## config.mk

```make
export PLATFORM = sky130hd
export DESIGN_NAME = wb_arbiter
export DESIGN_NICKNAME = d
export VERILOG_FILES = /design/src/rtl/wb_arbiter.sv
export SDC_FILE = /design/constraint.sdc
export NUM_CORES = 1
export LEC_CHECK = 0
export ABC_AREA = 1
export BUFFER_PORTS_ARGS = -buffer_cell sky130_fd_sc_hd__buf_2
export CORE_UTILIZATION = 30
export CTS_CLUSTER_DIAMETER = 120
export DETAILED_ROUTE_END_ITERATION = 8
export PLACE_DENSITY_LB_ADDON = 0.1
export SLEW_MARGIN = 10
export SYNTH_ARGS = -nofsm -noshare
export SYNTH_HDL_FRONTEND = slang
export SYNTH_SLANG_ARGS = --single-unit
```

## constraint.sdc

```tcl
create_clock -name clock -period 2 [get_ports clock]
set_input_delay 0.1 -clock clock [delete_from_list [all_inputs] [get_ports clock]]
set_output_delay 0.1 -clock clock [all_outputs]
set_load 0.05 [all_outputs]
```

## src/rtl/wb_arbiter.sv

```systemverilog
// Writeback arbiter: merges the in-order A result port and the FIFO-buffered
// long-latency L port onto the single regfile write port, with a starvation guard for A.
module wb_arbiter #(
  parameter int L_DEPTH    = 2,
  parameter int STARVE_MAX = 3
) (
  input  logic                       clock,
  input  logic                       resetn,
  input  logic                       a_valid,
  output logic                       a_ready,
  input  logic                       a_wen,
  input  logic [4:0]                 a_waddr,
  input  logic [31:0]                a_wdata,
  input  logic                       l_valid,
  output logic                       l_ready,
  input  logic [4:0]                 l_waddr,
  input  logic [31:0]                l_wdata,
  output logic                       rf_we,
  output logic [4:0]                 rf_waddr,
  output logic [31:0]                rf_wdata,
  output logic [$clog2(L_DEPTH):0]   l_count,
  output logic [31:0]                retire_cnt
);

  localparam int AW = $clog2(L_DEPTH);
  localparam int SW = $clog2(STARVE_MAX + 1);
  localparam logic [AW-1:0] PTR_ONE    = AW'(1);
  localparam logic [AW:0]   CNT_ONE    = (AW + 1)'(1);
  localparam logic [AW:0]   CNT_ZERO   = (AW + 1)'(0);
  localparam logic [AW:0]   DEPTH_C    = (AW + 1)'(L_DEPTH);
  localparam logic [SW-1:0] STARVE_LIM = SW'(STARVE_MAX);
  localparam logic [SW-1:0] STARVE_ONE = SW'(1);

  logic [4:0]    fifo_waddr_r [L_DEPTH];
  logic [31:0]   fifo_wdata_r [L_DEPTH];
  logic [AW-1:0] rd_ptr_r;
  logic [AW-1:0] wr_ptr_r;
  logic [AW:0]   count_r;
  logic [SW-1:0] starve_r;

  logic full_s;
  logic empty_s;
  logic gl_s;
  logic ga_s;
  logic push_s;
  logic pop_s;
  logic [4:0]  head_waddr_s;
  logic [31:0] head_wdata_s;

  // Grant decision and handshakes; L wins unless A has waited STARVE_MAX cycles.
  always_comb begin
    full_s       = (count_r == DEPTH_C);
    empty_s      = (count_r == CNT_ZERO);
    gl_s         = !empty_s && ((starve_r < STARVE_LIM) || !a_valid);
    ga_s         = a_valid && !gl_s;
    push_s       = l_valid && !full_s;
    pop_s        = gl_s;
    a_ready      = resetn && !gl_s;
    l_ready      = resetn && !full_s;
    head_waddr_s = fifo_waddr_r[rd_ptr_r];
    head_wdata_s = fifo_wdata_r[rd_ptr_r];
  end

  // L FIFO storage, pointers and occupancy.
  always_ff @(posedge clock or negedge resetn) begin
    if (!resetn) begin
      rd_ptr_r <= {AW{1'b0}};
      wr_ptr_r <= {AW{1'b0}};
      count_r  <= CNT_ZERO;
      for (int i = 0; i < L_DEPTH; i++) begin
        fifo_waddr_r[i] <= 5'd0;
        fifo_wdata_r[i] <= 32'd0;
      end
    end else begin
      if (push_s) begin
        fifo_waddr_r[wr_ptr_r] <= l_waddr;
        fifo_wdata_r[wr_ptr_r] <= l_wdata;
        wr_ptr_r               <= wr_ptr_r + PTR_ONE;
      end
      if (pop_s) begin
        rd_ptr_r <= rd_ptr_r + PTR_ONE;
      end
      case ({push_s, pop_s})
        2'b10:   count_r <= count_r + CNT_ONE;
        2'b01:   count_r <= count_r - CNT_ONE;
        default: count_r <= count_r;
      endcase
    end
  end

  // Starvation counter: consecutive cycles A has been held off by L.
  always_ff @(posedge clock or negedge resetn) begin
    if (!resetn) begin
      starve_r <= {SW{1'b0}};
    end else if (ga_s || !a_valid) begin
      starve_r <= {SW{1'b0}};
    end else if (gl_s && (starve_r < STARVE_LIM)) begin
      starve_r <= starve_r + STARVE_ONE;
    end else begin
      starve_r <= starve_r;
    end
  end

  // Registered regfile write; x0 destinations are consumed but never written.
  always_ff @(posedge clock or negedge resetn) begin
    if (!resetn) begin
      rf_we    <= 1'b0;
      rf_waddr <= 5'd0;
      rf_wdata <= 32'd0;
    end else if (gl_s) begin
      rf_we    <= (head_waddr_s != 5'd0);
      rf_waddr <= head_waddr_s;
      rf_wdata <= head_wdata_s;
    end else if (ga_s) begin
      rf_we    <= a_wen && (a_waddr != 5'd0);
      rf_waddr <= a_waddr;
      rf_wdata <= a_wdata;
    end else begin
      rf_we    <= 1'b0;
    end
  end

  // Retired-result counter, wraps naturally at 2^32.
  always_ff @(posedge clock or negedge resetn) begin
    if (!resetn) begin
      retire_cnt <= 32'd0;
    end else if (gl_s || ga_s) begin
      retire_cnt <= retire_cnt + 32'd1;
    end else begin
      retire_cnt <= retire_cnt;
    end
  end

  assign l_count = count_r;

endmodule

```

==> impl_results.md <==
* Final Max Slew Viols at 0
* VDD IR max at 0.679 mV
* Total die area at 0.0240 sq mm
* Worst clock skew at 0.00881 ns
* Initial core utilization at 30.8%
* Total Wirelength at 18400 um
* Syn_area_per_cell at 8.56 sq um
* Static Leakage at 4.61 nW
* Crit path time final at 1.78 ns
* Final Total Pwr at 14.4 mW
* CTS root buffer: clkbuf_16
* Clk Latency, worst-skew pair at 0.42 ns
* Synth Area in Compound Gates at 13.6%
* Total GRT Usage at 16.3%
* Core region area at 0.0228 sq mm
* Worst slew pin tran at 0.708 ns
* Routed wire length per instance at 13.5 um
* Syn Nets at 901
* Comb pwr share at 42.6%
* Vias per inst at 4.43
* Nets at 1121
* Max Freq at 561 MHz
* WP data arrival at 1.68 ns
* PwrDens at 1520 mW/mm^2
* Simple-gate portion of the synthesized area at 20.2%
* Mapped Cells at 819
* Mux contribution to synthesized area at 0.143%
* Clock slew at reported path FFs at 0.06 ns
* Critical path startpoint category: register
* Share of cells above drive strength 1 at 21.8%
* Ys flop type: dfrtp_1
* CTS buffer count at 17
* DR pass1 iterations at 4
* First-pass GRT wire length at 30700 um
* # rows at 55
* IO Port Bufs at 152
* Post-CTS resize count at 0
* Most frequent cells in the layout: 221 x nand2_1, 151 x buf_2, 149 x dfrtp_1, 104 x inv_1, 87 x o21ai_0
* Cell Area, Synth at 0.00701 sq mm
* Die W at 155 um
* Final antenna-violating net count at 0
* P_int at 8.13 mW
* Post-synthesis xor/xnor area fraction at 3.00%
* Largest area contributor in the netlist: dfrtp_1
* I/O pins at 153
* Grt total ovfl at 0
* Via count at 6049
* Die H at 155 um
* Sequential Power Share at 35.0%
* Period utilisation layout at 89.2%
* Final TNS setup at 0 ns
* Ranking of synthesized cells by area: dfrtp_1 54%, nand2_1 12%, o21ai_0 6.3%, inv_1 5.6%, nand3_1 3.7%
* WS Path Type: register to output pin
* Largest net degree at the start of global routing at 80
* DP Wirelength at 12800 um
* DRC Markers at 0
* Min-delay worst type: input pin to register
* Post-synth EDFFs at 0
* Clock sink count at 150
* Worst Path Required at 1.90 ns
* Largest family of logic cells by synthesized area: simple AND/OR/NAND/NOR gates
* Sequential area share after synthesis at 53.6%
* Top-area cell type share of the netlist area at 53.6%
* Initial antenna violation count at 1
* Vias in the first global route at 6029
* Initial DRC count at 238
* CP endpoint kind: output pin
* Post-Synth Adder-Cell Area at 0.536%
* Hold Vio Cnt, Final at 0
* Yosys warnings at 0
* Gpl congestion at 0.882
* Clock Path Buffers at 2
* Final setup viols at 0
* Status: complete, no violations
* H-tree levels at 4
* Synth cell types at 37
* Yosys reg bits at 150
* Power share of the clock group at 22.4%
* RSZ-0062 raised after global routing: false
* Worst Path Max Fanout at 6
* Commonest non-fill, non-tap cell in the layout: nand2_1
* Async set-or-reset flop fraction in the synthesized netlist at 100%
* Switching Fraction at 43.5%
* Max-cap viol count at 0
* Slew HR at 52.8%
* CTS tree: built
* P_sw at 6.26 mW
* Layout area overhead at 35.1%
## registers in the layout, summed over array words and instances, names as in the netlist
register and count:
wr_ptr_r 1, fifo_wdata_r 64, rf_we 1, starve_r 2, rf_waddr 5, rf_wdata 32
retire_cnt 32, fifo_waddr_r 10, rd_ptr_r 1, l_count 2
## worst max-delay path: stages (launching register included)
cell	delay [ns]
dfrtp_1	0.47
o21ai_4	0.20
inv_1	0.07
buf_4	0.16
nor2_1	0.10
buf_2	0.27
## what timing repair did
item	in CTS	in global routing
hold buffers	74	0
endpoints found under the hold margin	206	0
setup buffers	0	0
## synthesized netlist by cell type, types with 3 or more instances
master	count
nand3_1	52
xnor2_1	14
nand4_1	8
nor3_1	7
xor2_1	10
o21ai_1	10
inv_1	104
nand2_1	221
dfrtp_1	150
nor2_1	32
buf_1	3
o211ai_1	34
o21ai_0	88
o21ai_2	20
ha_1	3
buf_2	17
a21oi_1	4
buf_6	6
clkbuf_1	12
## cells by family after synthesis
logic type	count (synthesis)
buf+inv	147
fa+ha+maj	3
xor+xnor	24
flops	150
compound gates	158
mux	1
simple gates	336
## per-stage QoR
step                setup WS, ns  std cells  hold slack, ns  util [%]  area, sq um
detailed placement         0.345       1259         -0.0387      35.7         8140
global placement           0.382       1259         -0.0357      35.7         8140
floorplan                  0.177        819          -0.196         -         7010
global route              0.0962       1366          0.0594      41.6         9470
finish                     0.217       1366          0.0332      41.6         9470
CTS                        0.178       1365          0.0132      41.6         9470
## worst paths after layout
| check | start | end | slack, ns | depth (start not counted) |
|---|---|---|---|---|
| worst max-delay path | l_count[1]$_DFFE_PN0P_ | a_ready | 0.22 | 5 |
| worst min-delay path | a_wen | rf_we$_DFF_PN0_ | 0.03 | 5 |
| worst max register to register | l_count[0]$_DFFE_PN0P_ | retire_cnt[23]$_DFFE_PN0P_ | 0.36 | 6 |
| worst min register to register | starve_r[0]$_DFFE_PN0P_ | starve_r[0]$_DFFE_PN0P_ | 0.43 | 1 |
| max in group asynchronous | resetn | fifo_wdata_r[17]$_DFFE_PN0P_ | 0.93 | 3 |
| min in group asynchronous | resetn | rf_waddr[3]$_DFFE_PN0P_ | 0.10 | 2 |
## routing by layer
metal / GRT usage (%) / wire (um) / up-vias
li1: - / - / 3077
met5: 0 / 0 / -
met4: 5.14 / 283 / 0
met2: 27.3 / 8590 / 126
met3: 3.68 / 718 / 22
met1: 20.9 / 8810 / 2824
## layout make-up
type                    count  area, sq um
clock inverters            10          123
well taps                 313          392
multi-input cells         522         2650
repair buffers            241         1680
fillers                  2367        13300
diodes                      1         2.50
clock buffers              22          464
flip-flops and latches    150         3750
inverters                 107          402
## power groups by stage
stage	clock, mW	combinational, mW	sequential, mW
2_1_floorplan	0	3.01	6.57
3_3_place_gp	0	6.07	5.08
3_5_place_dp	0	6.10	5.09
4_1_cts	3.34	6.23	5.05
5_1_grt	3.44	6.80	5.21
6_report	3.22	6.13	5.04
(Power assumes the default switching activity.)
